[src/rtl/ysyx_22050710_sram_arbiter.sv]
// ysyx_22050710_sram_arbiter
// Merges the core's inst port (master 0) and data port (master 1) onto one
// shared SRAM-like memory port (req/addr_ok/data_ok handshakes).
//
// Ports:
//   i_clk, i_rst           clock, synchronous active-low reset
//   i_inst_sram_*          master 0 request (req/op/size/addr/wstrb/wdata)
//   o_inst_sram_*          master 0 handshakes (addr_ok/data_ok) and rdata
//   i_data_sram_*          master 1 request (same set as master 0)
//   o_data_sram_*          master 1 handshakes (addr_ok/data_ok) and rdata
//   o_sram_*               slave request (req/op/size/addr/wstrb/wdata)
//   i_sram_addr_ok/data_ok slave handshakes, i_sram_rdata slave read data
//   o_proto_err            sticky protocol-error flag
//
// Request and response paths are purely combinational. The data master has
// priority, but once an address phase has been offered without addr_ok the
// grant is locked to that master until it is accepted. An in-order FIFO of
// master IDs routes each data_ok back to the master that issued the request.
module ysyx_22050710_sram_arbiter #(
  parameter int SRAM_ADDR_WD  = 32,
  parameter int SRAM_WMASK_WD = 8,
  parameter int SRAM_DATA_WD  = 64,
  parameter int OT_DEPTH      = 4
) (
  input  logic                     i_clk,
  input  logic                     i_rst,
  // master 0: inst
  input  logic                     i_inst_sram_req,
  input  logic                     i_inst_sram_op,
  input  logic [1:0]               i_inst_sram_size,
  input  logic [SRAM_ADDR_WD-1:0]  i_inst_sram_addr,
  input  logic [SRAM_WMASK_WD-1:0] i_inst_sram_wstrb,
  input  logic [SRAM_DATA_WD-1:0]  i_inst_sram_wdata,
  output logic                     o_inst_sram_addr_ok,
  output logic                     o_inst_sram_data_ok,
  output logic [SRAM_DATA_WD-1:0]  o_inst_sram_rdata,
  // master 1: data
  input  logic                     i_data_sram_req,
  input  logic                     i_data_sram_op,
  input  logic [1:0]               i_data_sram_size,
  input  logic [SRAM_ADDR_WD-1:0]  i_data_sram_addr,
  input  logic [SRAM_WMASK_WD-1:0] i_data_sram_wstrb,
  input  logic [SRAM_DATA_WD-1:0]  i_data_sram_wdata,
  output logic                     o_data_sram_addr_ok,
  output logic                     o_data_sram_data_ok,
  output logic [SRAM_DATA_WD-1:0]  o_data_sram_rdata,
  // shared slave port
  output logic                     o_sram_req,
  output logic                     o_sram_op,
  output logic [1:0]               o_sram_size,
  output logic [SRAM_ADDR_WD-1:0]  o_sram_addr,
  output logic [SRAM_WMASK_WD-1:0] o_sram_wstrb,
  output logic [SRAM_DATA_WD-1:0]  o_sram_wdata,
  input  logic                     i_sram_addr_ok,
  input  logic                     i_sram_data_ok,
  input  logic [SRAM_DATA_WD-1:0]  i_sram_rdata,
  output logic                     o_proto_err
);

  localparam int PW = $clog2(OT_DEPTH);
  localparam int CW = PW + 1;

  logic          lock_reg;
  logic          lock_id_reg;
  logic          id_mem [OT_DEPTH];
  logic [PW-1:0] wr_ptr_reg;
  logic [PW-1:0] rd_ptr_reg;
  logic [CW-1:0] cnt_reg;
  logic          err_reg;

  logic gnt;
  logic gnt_req;
  logic lock_req;
  logic full;
  logic push;
  logic pop;
  logic head_id;

  // A locked grant sticks to the master whose address phase is pending.
  assign gnt      = lock_reg ? lock_id_reg : i_data_sram_req;
  assign gnt_req  = gnt ? i_data_sram_req : i_inst_sram_req;
  assign lock_req = lock_id_reg ? i_data_sram_req : i_inst_sram_req;
  assign full     = (cnt_reg == CW'(OT_DEPTH));

  assign o_sram_req   = gnt_req & ~full;
  assign o_sram_op    = gnt ? i_data_sram_op    : i_inst_sram_op;
  assign o_sram_size  = gnt ? i_data_sram_size  : i_inst_sram_size;
  assign o_sram_addr  = gnt ? i_data_sram_addr  : i_inst_sram_addr;
  assign o_sram_wstrb = gnt ? i_data_sram_wstrb : i_inst_sram_wstrb;
  assign o_sram_wdata = gnt ? i_data_sram_wdata : i_inst_sram_wdata;

  assign push = o_sram_req & i_sram_addr_ok;
  assign pop  = i_sram_data_ok & (cnt_reg != '0);

  assign o_inst_sram_addr_ok = push & ~gnt;
  assign o_data_sram_addr_ok = push & gnt;

  // Responses return in accept order, so the FIFO head names the owner.
  assign head_id             = id_mem[rd_ptr_reg];
  assign o_inst_sram_data_ok = pop & ~head_id;
  assign o_data_sram_data_ok = pop & head_id;

  // Read data is broadcast; each master qualifies it with its own data_ok.
  assign o_inst_sram_rdata = i_sram_rdata;
  assign o_data_sram_rdata = i_sram_rdata;

  assign o_proto_err = err_reg;

  // ID storage has no reset: entries are only read when cnt says they are valid.
  always_ff @(posedge i_clk) begin
    if (push) begin
      id_mem[wr_ptr_reg] <= gnt;
    end
  end

  always_ff @(posedge i_clk) begin
    if (!i_rst) begin
      lock_reg    <= 1'b0;
      lock_id_reg <= 1'b0;
      wr_ptr_reg  <= '0;
      rd_ptr_reg  <= '0;
      cnt_reg     <= '0;
      err_reg     <= 1'b0;
    end else begin
      // Lock: a master that withdraws its request mid address phase breaks
      // the protocol; drop the lock so the other master is not starved.
      if (lock_reg && !lock_req) begin
        lock_reg <= 1'b0;
        err_reg  <= 1'b1;
      end else if (o_sram_req && !i_sram_addr_ok) begin
        lock_reg    <= 1'b1;
        lock_id_reg <= gnt;
      end else if (push) begin
        lock_reg <= 1'b0;
      end

      if (i_sram_data_ok && cnt_reg == '0) begin
        err_reg <= 1'b1;
      end

      if (push) begin
        wr_ptr_reg <= wr_ptr_reg + 1'b1;
      end
      if (pop) begin
        rd_ptr_reg <= rd_ptr_reg + 1'b1;
      end
      if (push && !pop) begin
        cnt_reg <= cnt_reg + 1'b1;
      end else if (pop && !push) begin
        cnt_reg <= cnt_reg - 1'b1;
      end
    end
  end

endmodule
[config.mk]
export PLATFORM = sky130hd
export DESIGN_NAME = ysyx_22050710_sram_arbiter
export DESIGN_NICKNAME = d
export VERILOG_FILES = /design/src/rtl/ysyx_22050710_sram_arbiter.sv
export SDC_FILE = /design/constraint.sdc
export NUM_CORES = 1
export LEC_CHECK = 0
export ABC_CLOCK_PERIOD_IN_PS = 2400
export CAP_MARGIN = 20
export CORE_AREA = 3 3 201 203
export CTS_CLUSTER_DIAMETER = 60
export DETAILED_ROUTE_END_ITERATION = 8
export DIE_AREA = 0 0 204 206
export DONT_BUFFER_PORTS = 1
export PLACE_DENSITY = 0.32
export SLEW_MARGIN = 20
export SYNTH_ARGS = -nofsm -noshare
export SYNTH_HDL_FRONTEND = slang
export SYNTH_SLANG_ARGS = --single-unit
export TNS_END_PERCENT = 5
[constraint.sdc]
create_clock -name i_clk -period 2.4 [get_ports i_clk]
set_clock_uncertainty 0.05 [all_clocks]
set_input_delay 0.24 -clock i_clk [delete_from_list [all_inputs] [get_ports i_clk]]
set_output_delay 0.24 -clock i_clk [all_outputs]
set_load 0.05 [all_outputs]
**After elaboration in Yosys (flattened, before gate mapping)**

Memory sizes are Yosys's and may differ from the RTL's. A register that Yosys moved wholly into a read port is not among the register bits.
Cells that the tools add are included.

- Add/subtract/negate cells: 4
- $mul: 0
- Div/mod/pow operators: 0
- $lt $le $gt $ge: 0
- Eq/ne operators: 1
- Shift operators: 0
- Multiplexer cells: 18
- Bitwise gates (word level): 12
- Reduce and logical (&&, ||, !) cells: 16

Operators with widths:

| cell | number |
|---|---|
| 64-bit two-way mux | 1 |
| 32-bit two-way mux | 1 |
| 1-bit two-way mux | 10 |
| 8-bit two-way mux | 1 |
| 1-bit bitwise AND | 7 |
| 2-bit two-way mux | 3 |
| 3-bit two-way mux | 2 |
| 2-bit nonzero test | 3 |
| 1-bit logical AND | 5 |
| 1-bit inverter | 5 |
| 2-bit by 1-bit adder with 2-bit output, second input constant | 2 |
| 1-bit logical NOT | 4 |
| 3-bit by 1-bit adder with 3-bit output, second input constant | 1 |
| 3-bit == test, second input constant | 1 |
| 3-bit logical NOT | 1 |
| 3-bit nonzero test | 1 |
| 3-bit by 1-bit subtractor with 3-bit output, second input constant | 1 |
| 2-bit AND reduction | 1 |
| 2-bit OR reduction | 1 |

- Register bits after elaboration: 10
- Latch bits: 0
- RAM bits: 4
- Memory bits (read-only): 0
- Bits of input ports: 284
- Word-level logic and storage cells: 58
- Memories: 1

Memories:

| memory | words | width | rd ports | clocked after memory_dff | wr ports | RTL line | RTL |
|---|---|---|---|---|---|---|---|
| id_mem | 4 | 1 | 1 | 1 | 1 | 65 | `logic id_mem [OT_DEPTH];` |

**Longest topological paths before layout**

- Word-level depth: 8
- Mapped depth: 9
- Mapped depth without buffers: 9

**Least setup slack after synthesis**

No wires, ideal clock.

- Path type: register to output
- From: reg lock_reg
- To: out o_inst_sram_addr_ok
- Data arrival time: 1.957 ns
- Data required time: 2.110 ns
- Slack: 0.153 ns
- Stages on the path, launching flop included: 5
- Buffers on the path: 1
- Cell sequence: dfxtp_1 mux2i_1 inv_1 buf_2 nor3_1

- Word-level cells in the longest chain between the ends: 5

Ends and longest elaborated chain:

| item | RTL line | RTL |
|---|---|---|
| from (decl) | 63 | `logic lock_reg;` |
| from (signal assigned) | 118 | `lock_reg <= 1'b0;` |
| from (signal assigned) | 128 | `lock_reg <= 1'b0;` |
| from (signal assigned) | 131 | `lock_reg <= 1'b1;` |
| 1-bit two-way mux * | 80 | `assign gnt = lock_reg ? lock_id_reg : i_data_sram_req;` |
| 1-bit two-way mux | 81 | `assign gnt_req = gnt ? i_data_sram_req : i_inst_sram_req;` |
| 1-bit bitwise AND | 85 | `assign o_sram_req = gnt_req & ~full;` |
| 1-bit bitwise AND | 92 | `assign push = o_sram_req & i_sram_addr_ok;` |
| 1-bit bitwise AND * | 95 | `assign o_inst_sram_addr_ok = push & ~gnt;` |
| to (decl) | 34 | `output logic o_inst_sram_addr_ok,` |

Every way passes the cells marked *; elsewhere a longest branch is shown, timed or not.

**Final worst setup path**

- From: reg lock_reg
- To: out o_sram_addr[30]

- Word-level cells in the longest chain between the ends: 2

Ends and longest elaborated chain:

| item | RTL line | RTL |
|---|---|---|
| 1-bit two-way mux | 80 |  |
| 32-bit two-way mux | 88 | `assign o_sram_addr = gnt ? i_data_sram_addr : i_inst_sram_addr;` |
| to (decl) | 51 | `output logic [SRAM_ADDR_WD-1:0] o_sram_addr,` |

No other way between the ends.

==> flow_summary.ini <==
[run_status]
outcome = completed

[critical_path]
startpoint_type = register
cpLargestDelayFamily = buffers and inverters
slowest_delay_ps = 390
cp.arrival_ps = 1960
cp.required_ps = 2110
crit_type = reg -> out
crit_fanout = 113
cp_slowest_cell = dfxtp_2
end_kind = output port
crit_chain = mux2i_4, inv_4, buf_12, nand2_1, nand2_1, buf_12
critPathBufInv = 3

[floorplanning]
core_area_um2 = 38600
die_h_um = 206
die_area_um2 = 42000
ios = 525
initial_core_util_pct = 8.01
core.rowCount = 72
die_width_um = 204

[detailed_routing]
drtAntennaViolNets = 0
wl_per_cell_um = 14.8
drc_errors = 0
totalWireLength_um = 15300
drt_iter0_markers = 154
dr.pass1.iters = 5
vias = 3209
viasPerCell = 3.09

[cells_and_area]
areaGrowthSynthToFinish_pct = 62.4
final_cells = 1037
multi_input_area_um2 = 1640
fin_area_um2 = 5030
fillCellCount = 4424
final_nets = 810
regArea_um2 = 362
drive_gt1_share_pct = 25.2
n_antenna_cell = 0

[placed_design]
hpwl_um = 12500
dp.cells = 1032
dpl-instance-area_um2 = 4920
portBuffers = 0
gp_congestion = 0.693

[global_routing]
grt_max_degree = 114
overflow = 0
gr-usage-met2_pct = 9.30
grt_pass1_wl_um = 18400
grt_pass1_vias = 2904
grt_use_met3_pct = 2.02
grt_antenna_before_repair = 0
track_usage_pct = 5.83
top_usage_layer = met2
grt_use_met1_pct = 6.74

[sta]
period_share_pct = 93.8
min_period_ps = 2250
tightest_slew_ps = 561
setup_tns_ps = 0
finalMaxSlewViolations = 0
rsz0062_at_grt = false
max_freq_ghz = 0.444
hold_viol = 0
relSlewSlack_pct = 62.6
setup_viol = 0

[pwr]
leakagePower_nw = 2.37
vdd_drop_max_uv = 322
switchingPower_w = 0.00255
combPwrFrac_pct = 83.4
switching_share_pct = 53.0
power_density_nw_per_um2 = 957
seq_power_share_pct = 9.1
clkPwrFrac_pct = 7.5
totalPowerFinal_w = 0.00481
intPower_w = 0.00226

[clock_network]
tritoncts = built
cts.path.max_buffers = 2
clock-sinks = 16
cts_buffers = 3
post-cts-setup-buffer-count = 0
path_clk_slew_ps = 50
postCtsHoldBufs = 0
cts_resized = 0
htree_levels = 1
ctsRootBufferMaster = clkbuf_16
clock_latency_ps = 240

[synth]
synth_area_leaders = nand2_1, buf_4, dfxtp_1
syn-cell-area_um2 = 3100
ys_seq_area_share_pct = 11.6
synth_warnings = 0
ys_types = 33
synth_top_area_share_pct = 39.4
ys_ff_latch = 16
synth_fp_nets = 839
synth_cells = 549
synth_area_leader_cell = nand2_1
postSynthAreaPerCell_um2 = 5.64

[hold_path]
min_path_type = in -> reg

[flow_run]
max-cap-violations = 0
worst register-to-register path, cell delays in order (launching register included):
cell,delay [ps]
dfxtp_1,440
mux2i_4,150
inv_4,90
o2111a_2,190
ha_1,190
inv_1,60
fa_1,370
xor2_1,170
or3_1,310
a21oi_1,140
cell usage in the layout (no fill, tap or decap):
master / n
nand2_1: 325
buf_12: 108
dfxtp_1: 11
nor2_1: 9
buf_4: 8
ha_1: 5
inv_1: 4
and2_1: 4
xor2_1: 4
mux2i_1: 4
clkbuf_16: 4
edfxtp_1: 4
a21oi_1: 3
clkbuf_8: 2
mux2i_4: 1
inv_4: 1
or3b_2: 1
nand3b_1: 1
o2111a_2: 1
o31ai_1: 1
nand3_1: 1
nor3_2: 1
mux4_2: 1
nor2b_1: 1
nor3b_1: 1
and3b_1: 1
a211oi_2: 1
clkinv_1: 1
o311ai_0: 1
o221a_2: 1
o41ai_1: 1
or4_1: 1
o21ai_0: 1
or3_1: 1
nor3_1: 1
a221oi_1: 1
fa_1: 1
dfxtp_2: 1
final timing paths:
path / endpoint / slack, ps / start / cells after the start
worst min-delay path: wr_ptr_reg[1]$_SDFFE_PN0P_ / 90 / i_rst / 2
worst max-delay path: o_sram_addr[30] / 150 / lock_reg$_SDFFE_PP0P_ / 6
worst max register to register: cnt_reg[2]$_SDFFE_PN0P_ / 150 / lock_id_reg$_SDFFE_PN0P_ / 9
worst min register to register: wr_ptr_reg[1]$_SDFFE_PN0P_ / 450 / wr_ptr_reg[1]$_SDFFE_PN0P_ / 2
power groups by stage:
stage                     Combinational [W]  Clock [W]  Sequential [W]
after floorplan                     0.00266          0        0.000427
after global placement              0.00401          0        0.000441
after detailed placement            0.00401          0        0.000445
after CTS                           0.00402   0.000370        0.000441
after global routing                0.00420   0.000379        0.000450
final                               0.00401   0.000360        0.000440
Yosys cell counts (all sizes together):
cell	instances
dfxtp	12
or3	1
ha	5
mux2i	5
nor3	2
fa	1
xor2	4
a21oi	3
nand3b	1
mux4	1
buf	152
o221a	1
o41ai	1
a211oi	1
o2111a	1
and3b	1
or4	1
o21ai	1
nor2	9
and2	4
or3b	1
o311ai	1
inv	5
o31ai	1
nand3	1
nand2	325
nor3b	1
edfxtp	4
clkinv	1
a221oi	1
nor2b	1
metrics by stage:
step           hold slack (ps)  setup slack [ps]  util [%]
6_report                  92.7               148      13.0
5_1_grt                    101              41.9      13.0
4_1_cts                   88.8              54.4      13.0
3_5_place_dp               349               168      12.7
3_3_place_gp               345               168      12.7
2_1_floorplan              336               153         -
kinds of logic (layout without fill, tap and decap cells):
kind of cell,Yosys count,in the layout,share of synthesized area (%)
AO/OA/AOI/OAI,11,11,2.91
XOR/XNOR,4,4,1.13
adder cells (fa/ha/maj),6,6,2.67
buffers and inverters,158,128,35.8
flip-flops,16,16,11.6
multiplexers,6,6,2.34
AND/OR/NAND/NOR,348,348,43.5
layer usage:
layer,wire (um),vias up
met4,919,0
li1,-,1482
met2,7210,243
met3,1610,82
met5,0,-
met1,5600,1402
cell type report:
type | instances | share of cell area [%]
clock buffers | 4 | 1.77
inverters | 6 | 0.498
multi-input cells | 375 | 32.7
flip-flops and latches | 16 | 7.19
well taps | 518 | 12.9
repair buffers | 118 | 45.0
(Power assumes the default switching activity.)
